==> config.mk <==
export PLATFORM = sky130hd
export DESIGN_NAME = uart_tx
export DESIGN_NICKNAME = d
export VERILOG_FILES = /design/src/rtl/uart_tx.sv
export SDC_FILE = /design/constraint.sdc
export NUM_CORES = 1
export LEC_CHECK = 0
export CAP_MARGIN = 10
export CELL_PAD_IN_SITES_DETAIL_PLACEMENT = 0
export CELL_PAD_IN_SITES_GLOBAL_PLACEMENT = 1
export CORE_MARGIN = 3
export CORE_UTILIZATION = 25
export CTS_BUF_LIST = sky130_fd_sc_hd__clkbuf_8 sky130_fd_sc_hd__clkbuf_16
export CTS_CLUSTER_SIZE = 10
export DETAILED_ROUTE_END_ITERATION = 16
export GPL_TIMING_DRIVEN = 0
export PLACE_DENSITY = 0.59
export SKIP_LAST_GASP = 1
export SYNTH_ARGS = -nofsm -noshare
export SYNTH_HDL_FRONTEND = slang
export SYNTH_SLANG_ARGS = --single-unit
==> constraint.sdc <==
create_clock -name clk -period 13.2 [get_ports clk]
set_clock_uncertainty 0.05 [all_clocks]
set_input_delay 1.32 -clock clk [delete_from_list [all_inputs] [get_ports clk]]
set_output_delay 1.32 -clock clk [all_outputs]
set_load 0.01 [all_outputs]
==> src/rtl/uart_tx.sv <==
// UART transmitter: AXI-stream byte in, 8N1/8E1/8O1 (1 or 2 stop) frame out, optional input FIFO.
// Bit edges follow a fractional accumulator so long frames never drift from the ideal baud grid.
module uart_tx #(
  parameter int unsigned CLK_FREQ  = 50000000,
  parameter int unsigned BAUD_RATE = 115200,
  parameter string       PARITY    = "NONE",
  parameter int unsigned STOP_BITS = 1,
  parameter int unsigned FIFO_EA   = 0
) (
  input  logic       rstn,
  input  logic       clk,
  input  logic       i_tvalid,
  output logic       i_tready,
  input  logic [7:0] i_tdata,
  output logic       o_uart_tx,
  output logic       o_busy
);

  localparam int unsigned BAUD_CYCLES = CLK_FREQ / BAUD_RATE;
  localparam logic [31:0] FRAC_STEP   = 32'(2 * (CLK_FREQ % BAUD_RATE));
  localparam logic [31:0] FRAC_WRAP   = 32'(2 * BAUD_RATE);
  localparam logic [31:0] FRAC_INIT   = 32'(BAUD_RATE);
  localparam bit          PAR_EN      = (PARITY != "NONE");
  localparam bit          PAR_ODD     = (PARITY == "ODD");
  localparam int unsigned NBITS       = 10 + (PAR_EN ? 1 : 0) + STOP_BITS - 1;
  localparam int unsigned CW          = $clog2(BAUD_CYCLES + 2);
  localparam logic [3:0]  LAST_BIT    = 4'(NBITS - 1);

  if (BAUD_CYCLES < 10) begin : g_baud_chk
    $error("uart_tx: CLK_FREQ/BAUD_RATE must be at least 10");
  end
  if (STOP_BITS != 1 && STOP_BITS != 2) begin : g_stop_chk
    $error("uart_tx: STOP_BITS must be 1 or 2");
  end

  typedef enum logic [0:0] {StIdle, StTx} state_e;

  state_e          state_q;
  logic [10:0]     shift_q;
  logic [3:0]      bit_q;
  logic [CW-1:0]   cnt_q;
  logic [31:0]     frac_q;
  logic            tx_q;
  logic            busy_q;

  logic            load;
  logic [7:0]      load_data;
  logic            fifo_ne_d;
  logic [31:0]     frac_src, frac_sum, frac_nxt;
  logic            carry;
  logic [CW-1:0]   len_m1;
  logic [11:0]     frame;

  // Accumulator holds (BAUD_RATE + k*2*(CLK_FREQ mod BAUD_RATE)) mod 2*BAUD_RATE, which
  // gives round-half-up bit edges; a carry stretches the next bit by one cycle.
  always_comb begin
    frac_src = (state_q == StIdle) ? FRAC_INIT : frac_q;
    frac_sum = frac_src + FRAC_STEP;
    carry    = (frac_sum >= FRAC_WRAP);
    frac_nxt = carry ? frac_sum - FRAC_WRAP : frac_sum;
    len_m1   = CW'(BAUD_CYCLES - 1) + CW'(carry);
  end

  always_comb begin
    frame      = '1;
    frame[0]   = 1'b0;
    frame[8:1] = load_data;
    if (PAR_EN) frame[9] = PAR_ODD ? ~^load_data : ^load_data;
  end

  if (FIFO_EA == 0) begin : g_direct
    assign i_tready  = (state_q == StIdle);
    assign load      = i_tvalid & (state_q == StIdle);
    assign load_data = i_tdata;
    assign fifo_ne_d = 1'b0;
  end else begin : g_fifo
    localparam int unsigned AW    = (FIFO_EA < 2) ? 2 : FIFO_EA;
    localparam int unsigned DEPTH = 1 << AW;
    localparam logic [AW:0] PTR_ONE = 1;

    logic [7:0]  mem_q [DEPTH];
    logic [AW:0] wr_q, rd_q, wr_d, rd_d;
    logic        rdy_q, full, empty, push, pop;

    assign full      = (wr_q[AW] != rd_q[AW]) && (wr_q[AW-1:0] == rd_q[AW-1:0]);
    assign empty     = (wr_q == rd_q);
    // Ready stays low until the first clock after reset release.
    assign i_tready  = rdy_q & ~full;
    assign push      = i_tvalid & i_tready;
    assign pop       = (state_q == StIdle) & ~empty;
    assign wr_d      = push ? wr_q + PTR_ONE : wr_q;
    assign rd_d      = pop ? rd_q + PTR_ONE : rd_q;
    assign load      = pop;
    assign load_data = mem_q[rd_q[AW-1:0]];
    assign fifo_ne_d = (wr_d != rd_d);

    always_ff @(posedge clk or negedge rstn) begin
      if (!rstn) begin
        wr_q  <= '0;
        rd_q  <= '0;
        rdy_q <= 1'b0;
      end else begin
        wr_q  <= wr_d;
        rd_q  <= rd_d;
        rdy_q <= 1'b1;
      end
    end

    always_ff @(posedge clk) begin
      if (push) mem_q[wr_q[AW-1:0]] <= i_tdata;
    end
  end

  always_ff @(posedge clk or negedge rstn) begin
    if (!rstn) begin
      state_q <= StIdle;
      shift_q <= '1;
      bit_q   <= '0;
      cnt_q   <= '0;
      frac_q  <= '0;
      tx_q    <= 1'b1;
      busy_q  <= 1'b0;
    end else begin
      busy_q <= load | (state_q == StTx) | fifo_ne_d;
      unique case (state_q)
        StIdle: begin
          if (load) begin
            state_q <= StTx;
            tx_q    <= frame[0];
            shift_q <= frame[11:1];
            bit_q   <= '0;
            cnt_q   <= len_m1;
            frac_q  <= frac_nxt;
          end
        end
        StTx: begin
          // Leave one cycle early so the next frame can load during the final stop cycle.
          if (bit_q == LAST_BIT && cnt_q == CW'(1)) begin
            state_q <= StIdle;
            cnt_q   <= cnt_q - CW'(1);
          end else if (cnt_q == '0) begin
            tx_q    <= shift_q[0];
            shift_q <= {1'b1, shift_q[10:1]};
            bit_q   <= bit_q + 4'd1;
            cnt_q   <= len_m1;
            frac_q  <= frac_nxt;
          end else begin
            cnt_q <= cnt_q - CW'(1);
          end
        end
        default: state_q <= StIdle;
      endcase
    end
  end

  assign o_uart_tx = tx_q;
  assign o_busy    = busy_q;

endmodule

==> results of run 1 <==
## cells in the mapped netlist (2+ instances only)
| master | number | area share [%] |
|---|---|---|
| sky130_fd_sc_hd__a211oi_1 | 10 | 1.9 |
| sky130_fd_sc_hd__nor4b_1 | 2 | 0.44 |
| sky130_fd_sc_hd__buf_2 | 7 | 0.88 |
| sky130_fd_sc_hd__dfrtp_1 | 47 | 29 |
| sky130_fd_sc_hd__nor2_1 | 34 | 3.2 |
| sky130_fd_sc_hd__o21ai_1 | 4 | 0.50 |
| sky130_fd_sc_hd__o31a_1 | 6 | 1.3 |
| sky130_fd_sc_hd__nor3b_1 | 3 | 0.56 |
| sky130_fd_sc_hd__and3_1 | 2 | 0.31 |
| sky130_fd_sc_hd__nor3_1 | 22 | 2.8 |
| sky130_fd_sc_hd__a311oi_1 | 2 | 0.44 |
| sky130_fd_sc_hd__nor2b_1 | 8 | 1.3 |
| sky130_fd_sc_hd__o211ai_1 | 3 | 0.56 |
| sky130_fd_sc_hd__or3_1 | 5 | 0.78 |
| sky130_fd_sc_hd__nor4_1 | 18 | 2.8 |
| sky130_fd_sc_hd__a21oi_1 | 19 | 2.4 |
| sky130_fd_sc_hd__nand4_1 | 12 | 1.9 |
| sky130_fd_sc_hd__nand3_1 | 20 | 2.5 |
| sky130_fd_sc_hd__or4_1 | 6 | 1.1 |
| sky130_fd_sc_hd__o41a_1 | 2 | 0.56 |
| sky130_fd_sc_hd__a31o_2 | 2 | 0.44 |
| sky130_fd_sc_hd__nand2b_1 | 4 | 0.63 |
| sky130_fd_sc_hd__and2_1 | 6 | 0.94 |
| sky130_fd_sc_hd__xor2_1 | 4 | 0.88 |
| sky130_fd_sc_hd__buf_1 | 3 | 0.28 |
| sky130_fd_sc_hd__o2111ai_1 | 2 | 0.44 |
| sky130_fd_sc_hd__o31ai_1 | 5 | 0.94 |
| sky130_fd_sc_hd__a21o_1 | 2 | 0.38 |
| sky130_fd_sc_hd__nand2_1 | 44 | 4.1 |
| sky130_fd_sc_hd__xnor2_1 | 14 | 3.1 |
| sky130_fd_sc_hd__ha_1 | 8 | 2.5 |
| sky130_fd_sc_hd__o21ai_0 | 38 | 4.8 |
| sky130_fd_sc_hd__or2_2 | 5 | 0.78 |
| sky130_fd_sc_hd__inv_1 | 13 | 1.2 |
| sky130_fd_sc_hd__o2bb2ai_1 | 2 | 0.44 |
| sky130_fd_sc_hd__a31oi_1 | 14 | 2.2 |
| sky130_fd_sc_hd__and4_1 | 3 | 0.66 |
| sky130_fd_sc_hd__mux2i_1 | 10 | 2.5 |
| sky130_fd_sc_hd__o21a_1 | 2 | 0.38 |
| sky130_fd_sc_hd__clkbuf_1 | 22 | 2.1 |
| sky130_fd_sc_hd__mux2_2 | 2 | 0.56 |
| sky130_fd_sc_hd__dfstp_2 | 9 | 5.9 |
| sky130_fd_sc_hd__a211o_1 | 5 | 1.1 |
| sky130_fd_sc_hd__o311ai_0 | 3 | 0.66 |
## sequential cells by signal, summed over array words and instances, names as in the netlist
name and flops:
bit_q 4, cnt_q 9, frac_q 32, o_busy 1, o_uart_tx 1, shift_q 8, state_q 1
## per-layer routing
metal | global-route usage (%) | up-vias | routed length, µm
met5 | 0 | - | 0
met4 | 6.178 | 0 | 325
met3 | 2.290 | 24 | 672
met2 | 23.35 | 127 | 5843
met1 | 20.69 | 1929 | 6081
li1 | - | 1837 | -
## cell type report
class	instances	area (µm²)	area share, %
plain buffers	33	133.9	2.932
clock buffers	5	125.1	2.740
clock inverters	3	42.54	0.9318
inverters	13	48.80	1.069
multi-input cells	375	2394	52.43
flip-flops and latches	56	1413	30.94
well taps	211	264.0	5.782
repair buffers	14	145.1	3.179
## worst max-delay path, cell delays in order (launching register included)
cell and delay, ps:
sky130_fd_sc_hd__dfrtp_1 530, sky130_fd_sc_hd__clkbuf_1 570, sky130_fd_sc_hd__clkbuf_1 500, sky130_fd_sc_hd__clkbuf_1 520
sky130_fd_sc_hd__buf_1 560, sky130_fd_sc_hd__and2_1 250, sky130_fd_sc_hd__ha_1 290, sky130_fd_sc_hd__a311oi_1 240
sky130_fd_sc_hd__or3_1 350, sky130_fd_sc_hd__clkbuf_2 200, sky130_fd_sc_hd__o31a_1 340, sky130_fd_sc_hd__o41a_1 480
sky130_fd_sc_hd__nor4_4 680, sky130_fd_sc_hd__nand3_2 380, sky130_fd_sc_hd__and4_1 310, sky130_fd_sc_hd__nor3_1 270
## cells by family after synthesis
| kind of cell | after synthesis | synth area share (%) |
|---|---|---|
| compound gates | 133 | 22.52 |
| fa+ha+maj | 8 | 2.510 |
| simple gates | 204 | 27.95 |
| mux | 12 | 3.074 |
| buf+inv | 46 | 4.580 |
| flops | 56 | 35.41 |
| xor+xnor | 18 | 3.952 |
## stage by stage
stage	setup WS (ps)	utilization (%)	instances	hold slack, ps
after floorplan	8540	-	477	408.2
after global placement	6669	28.41	701	427.7
after detailed placement	6678	28.51	702	442.8
after CTS	6642	29.59	710	455.0
after global routing	6246	29.59	710	472.7
final	6555	29.59	710	450.6
## power by group through the flow
| stage | registers, µW | clock network [µW] | logic [µW] |
|---|---|---|---|
| 3_3_place_gp | 242 | 0 | 189 |
| 6_report | 240 | 158 | 196 |
| 5_1_grt | 246 | 171 | 222 |
| 4_1_cts | 239 | 166 | 195 |
| 2_1_floorplan | 235 | 0 | 145 |
| 3_5_place_dp | 243 | 0 | 193 |
## final timing paths
kind / to / startpoint / depth (start not counted)
setup reg to reg: frac_q[13] / state_q / 15
max in group asynchronous: bit_q[0] / rstn / 2
hold / removal: cnt_q[7] / cnt_q[7] / 1
min in group asynchronous: frac_q[20] / rstn / 1
hold reg to reg: cnt_q[7] / cnt_q[7] / 1
setup / recovery: frac_q[13] / state_q / 15
==> load_flow_metrics.sql, run 1 <==
INSERT INTO impl_metrics (metric_group, metric, value, unit) VALUES
('layout', 'synthToLayoutAreaGrowth', '14.46', '%'),
('layout', 'final.fill_count', '1668', ''),
('timing', 'period_needed', '6645', 'ps'),
('routing', 'drt_pass1_iterations', '5', ''),
('cts', 'ctsHoldBuffers', '0', ''),
('power_and_ir_drop', 'p_clk_share', '26.6', '%'),
('layout', 'finalNetCount', '517', ''),
('layout', 'layout.cells.most_common', 'sky130_fd_sc_hd__dfrtp_1', ''),
('layout', 'drive_gt1_share', '8.818', '%'),
('placement', 'detailedPlacementHpwl', '9.252', 'mm'),
('synth', 'dominantRegCellSynth', 'sky130_fd_sc_hd__dfrtp_1', ''),
('synth', 'netlist_area', '3989', 'µm²'),
('cts', 'clock-sinks', '56', ''),
('synth', 'synthCells', '477', ''),
('global_route', 'initial_antenna_violation_count', '0', ''),
('setup_path', 'timing.critical_path.required', '13340', 'ps'),
('timing', 'timing_worst_slew_pin_value', '1085', 'ps'),
('global_route', 'grt_first_pass_wirelength', '20.78', 'mm'),
('global_route', 'gr-usage-all-layers', '14.95', '%'),
('cts', 'insertion_delay', '310', 'ps'),
('cts', 'cts_setup_buffers', '0', ''),
('min_path', 'min_path_type', 'reg -> reg', ''),
('flow_run', 'cap_viol_max_count', '0', ''),
('cts', 'cts-buffers-inserted', '5', ''),
('synth', 'synthesis.nets', '496', ''),
('routing', 'dr_total_vias', '3917', ''),
('cts', 'cts.root.buffer_cell', 'sky130_fd_sc_hd__clkbuf_16', ''),
('power_and_ir_drop', 'seq_power_share', '40.4', '%'),
('synth', 'synth.avg_cell_area', '8.362', 'µm²'),
('synth', 'synth_edf_count', '0', ''),
('power_and_ir_drop', 'leakage', '0.001730', 'µW'),
('timing', 'hold_viol_final', '0', ''),
('power_and_ir_drop', 'switching_pwr', '218.5', 'µW'),
('outcome', 'outcome', 'completed', ''),
('timing', 'final_min_period_over_clock_period', '50.34', '%'),
('placement', 'count_of_input_and_output_buffers', '13', ''),
('power_and_ir_drop', 'power.density_cell_area', '130.0', 'nW/µm²'),
('routing', 'drt_iter0_drc', '339', ''),
('timing', 'timing.slew.headroom', '27.21', '%'),
('placement', 'final_weighted_congestion_in_routability_driven_placement', '0.8928', ''),
('power_and_ir_drop', 'vdd.ir_drop.worst', '0.06780', 'mV'),
('cts', 'htree_levels', '2', ''),
('global_route', 'pin_count_of_the_biggest_net_entering_global_routing', '30', ''),
('layout', 'diodes', '0', ''),
('cts', 'clkSlewWorstSetupHoldPaths', '80', 'ps'),
('routing', 'wl', '12.92', 'mm'),
('routing', 'ant_nets', '0', ''),
('synth', 'synth_cell_type_count', '67', ''),
('setup_path', 'timing_worst_setup_path_type', 'reg -> reg', ''),
('cts', 'cts_tree', 'done', ''),
('timing', 'highest_clock_rate', '0.1505', 'GHz'),
('routing', 'drcViolationCount', '0', ''),
('synth', 'seq_area_frac_synth', '35.41', '%'),
('power_and_ir_drop', 'combinational_power_share', '33.0', '%'),
('setup_path', 'reg2reg_slack', '6550', 'ps'),
('setup_path', 'setup.worst_path.start_class', 'flop', ''),
('routing', 'average_vias_per_placed_instance', '5.517', ''),
('floorplan', 'fp.dieH', '132.3', 'µm'),
('layout', 'most_frequent_cells_in_the_layout', 'sky130_fd_sc_hd__dfrtp_1 (47), sky130_fd_sc_hd__nand2_1 (44), sky130_fd_sc_hd__o21ai_0 (38), sky130_fd_sc_hd__nor2_1 (34)', ''),
('setup_path', 'critical_path_arrival', '6790', 'ps'),
('timing', 'finalSetupTns', '0', 'ps'),
('global_route', 'first_global_vias', '3768', ''),
('routing', 'routedWlPerCell', '18.20', 'µm'),
('timing', 'finalSetupViolCount', '0', ''),
('setup_path', 'worstSetupEndpointType', 'flop', ''),
('floorplan', 'die-width', '132.3', 'µm'),
('timing', 'setup_repair_after_global_routing_missed_its_margin', 'no', ''),
('synth', 'async_flop_share', '100.0', '%'),
('floorplan', 'initial_utilization', '25.86', '%'),
('floorplan', 'core_area', '15430', 'µm²'),
('floorplan', 'fp.dieArea', '17510', 'µm²');
Note: power is estimated with default switching activity, not from simulation.
==> inputs of run 2 (changes only) <==
--- a/config.mk
+++ b/config.mk
@@ -14,7 +14,7 @@
 export CTS_CLUSTER_SIZE = 10
 export DETAILED_ROUTE_END_ITERATION = 16
 export GPL_TIMING_DRIVEN = 0
-export PLACE_DENSITY = 0.59
+export PLACE_DENSITY = 0.61
 export SKIP_LAST_GASP = 1
 export SYNTH_ARGS = -nofsm -noshare
 export SYNTH_HDL_FRONTEND = slang
==> constraint.sdc (replaced) <==
create_clock -name clk -period 5.7 [get_ports clk]
set_clock_uncertainty 0.05 [all_clocks]
set_input_delay 0.57 -clock clk [delete_from_list [all_inputs] [get_ports clk]]
set_output_delay 0.57 -clock clk [all_outputs]
set_load 0.01 [all_outputs]
==> run 2 against run 1 <==
Against the previous run: via count fell by 1.7%; cell area rose by 0.74%; final cell count rose by 0.56%; flip-flop and latch count did not move; register-to-register slack got worse by 6300 ps; routed wire length fell by 1.5%; non-clock buffer count rose by 4; worst hold slack got worse by 270 ps; critical path depth did not move; critical endpoint is now frac_q[31]; core utilization rose by 0.22 points; clock power rose by 100%; global-route usage fell by 0.23 points.
==> load_flow_metrics.sql, run 2 (same netlist as run 1, synthesis figures left out) <==
INSERT INTO impl_metrics (metric_group, metric, value, unit) VALUES
('outcome', 'outcome', 'completed', ''),
('cts', 'clock-sinks', '56', ''),
('min_path', 'min_path_type', 'in -> async', ''),
('global_route', 'gr-usage-all-layers', '14.72', '%'),
('cts', 'cts.root.buffer_cell', 'sky130_fd_sc_hd__clkbuf_16', ''),
('setup_path', 'path_max_fanout', '10', ''),
('setup_path', 'setup.worst_path.start_class', 'flop', ''),
('power_and_ir_drop', 'swShare', '37.99', '%'),
('routing', 'ant_nets', '0', ''),
('layout', 'finalNetCount', '521', ''),
('setup_path', 'worstSetupEndpointType', 'flop', ''),
('layout', 'post-route-util', '29.81', '%'),
('timing', 'slew_violations', '0', ''),
('global_route', 'initial_antenna_violation_count', '0', ''),
('setup_path', 'cpMaxStageDelayCell', 'sky130_fd_sc_hd__or4b_1', ''),
('timing', 'timing_worst_slew_pin_value', '849.2', 'ps'),
('setup_path', 'worstPathCellList', 'buf_2, clkbuf_2, clkbuf_2, buf_2, and2_1, ha_1, a311oi_1, or3_1, clkbuf_2, o31a_1, o41ai_1, nand3_1, or4b_1, or4_1, nand3_1', ''),
('layout', 'drive_gt1_share', '10.74', '%'),
('placement', 'count_of_input_and_output_buffers', '13', ''),
('setup_path', 'peak_per_stage_delay_on_the_critical_path', '610', 'ps'),
('floorplan', 'die-width', '132.3', 'µm'),
('layout', 'largest_register_ff_count', '32', ''),
('layout', 'fin_area', '4599', 'µm²'),
('timing', 'final_min_period_over_clock_period', '95.48', '%'),
('layout', 'diodes', '0', ''),
('power_and_ir_drop', 'leakage', '0.001753', 'µW'),
('floorplan', 'core_area', '15430', 'µm²'),
('cts', 'cts_tree', 'done', ''),
('setup_path', 'timing_worst_setup_path_type', 'reg -> reg', ''),
('power_and_ir_drop', 'report.power.total', '1329', 'µW'),
('floorplan', 'initial_utilization', '25.86', '%'),
('cts', 'cts-buffers-inserted', '5', ''),
('cts', 'clkSlewWorstSetupHoldPaths', '80', 'ps'),
('layout', 'synthToLayoutAreaGrowth', '15.31', '%'),
('placement', 'final_weighted_congestion_in_routability_driven_placement', '0.9067', ''),
('routing', 'drcViolationCount', '0', ''),
('power_and_ir_drop', 'switching_pwr', '505.0', 'µW'),
('setup_path', 'timing.critical_path.required', '5890', 'ps'),
('power_and_ir_drop', 'seq_power_share', '41.8', '%'),
('global_route', 'remaining_overflow_grt', '0', ''),
('flow_run', 'cap_viol_max_count', '0', ''),
('timing', 'setup_repair_after_global_routing_missed_its_margin', 'no', ''),
('routing', 'routedWlPerCell', '17.82', 'µm'),
('global_route', 'first_global_vias', '3693', ''),
('floorplan', 'fp.dieArea', '17510', 'µm²'),
('timing', 'layout_setup_ws', '257.7', 'ps'),
('timing', 'period_needed', '5442', 'ps'),
('layout', 'layout.cells.most_common', 'sky130_fd_sc_hd__dfrtp_1', ''),
('cts', 'buffer_depth_of_the_longest_clock_path', '2', ''),
('placement', 'dpl_worst_slack', '-817.5', 'ps'),
('routing', 'dr_total_vias', '3851', ''),
('floorplan', 'ports_placed_on_the_boundary', '14', ''),
('power_and_ir_drop', 'combinational_power_share', '34.1', '%'),
('timing', 'hold_viol_final', '0', ''),
('layout', 'largest-register', 'frac_q', ''),
('setup_path', 'critical_path_arrival', '5630', 'ps'),
('placement', 'postPlaceCellArea', '4398', 'µm²'),
('routing', 'wl', '12.72', 'mm'),
('timing', 'timing.slew.headroom', '42.86', '%'),
('routing', 'average_vias_per_placed_instance', '5.394', ''),
('cts', 'htree_levels', '2', ''),
('placement', 'detailedPlacementHpwl', '9.207', 'mm'),
('power_and_ir_drop', 'p_clk_share', '24.0', '%'),
('routing', 'drt_pass1_iterations', '5', ''),
('layout', 'reg.largest.list', 'frac_q (32), cnt_q (9), shift_q (8)', ''),
('routing', 'drt_iter0_drc', '301', ''),
('cts', 'insertion_delay', '300', 'ps'),
('global_route', 'pin_count_of_the_biggest_net_entering_global_routing', '38', ''),
('timing', 'finalSetupViolCount', '0', ''),
('layout', 'most_frequent_cells_in_the_layout', 'sky130_fd_sc_hd__dfrtp_1 (47), sky130_fd_sc_hd__nand2_1 (44), sky130_fd_sc_hd__o21ai_0 (38), sky130_fd_sc_hd__nor2_1 (34), sky130_fd_sc_hd__nor3_1 (22)', ''),
('floorplan', 'fp.dieH', '132.3', 'µm'),
('global_route', 'grt_first_pass_wirelength', '20.74', 'mm'),
('timing', 'highest_clock_rate', '0.1837', 'GHz'),
('power_and_ir_drop', 'power.density_cell_area', '289.0', 'nW/µm²'),
('setup_path', 'critical_path.most_common_cell', 'sky130_fd_sc_hd__clkbuf_2', ''),
('power_and_ir_drop', 'cell_internal_pwr', '824.4', 'µW'),
('power_and_ir_drop', 'vdd.ir_drop.worst', '0.1536', 'mV'),
('floorplan', 'placementRows', '45', '');
==> run 2: power by group through the flow <==
stage	Sequential (µW)	Combinational, µW	Clock, µW
after CTS	554	449	332
after global placement	559	437	0
after detailed placement	562	445	0
after floorplan	544	335	0
final	556	454	320
after global routing	570	513	349
==> run 2: cell type report <==
type,instances,area [µm²]
repair buffers,18,187.7
multi-input cells,375,2405
well taps,211,264.0
clock buffers,5,125.1
flip-flops and latches,56,1413
plain buffers,33,138.9
fillers,1665,10830
clock inverters,3,17.52
inverters,13,48.80
==> run 2: critical path: cells and delay by family (launching register included) <==
kind	cells	cell delay, ps
fa+ha+maj	1	280
flops	1	530
simple gates	6	1950
buf+inv	5	1520
compound gates	3	1030
==> run 2: through the flow <==
stage	TNS [ps]	std cells	hold slack, ps
global placement	-16090	701	426.2
global route	0	714	205.3
detailed placement	-15150	702	442.3
finish	0	714	177.1
floorplan	0	477	224.4
CTS	0	713	193.9
==> run 2: layer usage <==
| layer | up-vias | routed length (µm) | track usage, % |
|---|---|---|---|
| li1 | 1841 | - | - |
| met1 | 1869 | 6133 | 20.65 |
| met2 | 124 | 5815 | 23.60 |
| met3 | 17 | 527 | 1.985 |
| met4 | 0 | 245 | 4.561 |
| met5 | - | 0 | 0 |
==> run 2: worst paths after layout <==
kind	end	cells after the start	slack (ps)	startpoint
max	frac_q[31]	15	260	state_q
min	cnt_q[6]	1	180	rstn
max reg2reg	frac_q[31]	15	260	state_q
min reg2reg	cnt_q[7]	1	450	cnt_q[7]
max in group asynchronous	frac_q[22]	2	4840	rstn
min in group clk	cnt_q[7]	1	450	cnt_q[7]
==> run 2: repair_timing <==
item	4_1_cts	5_1_grt
hold buffers	0	0
resized for setup	4	3
pin swaps	1	1
gates cloned	0	0
setup buffers	3	1
setup endpoints to repair	24	21
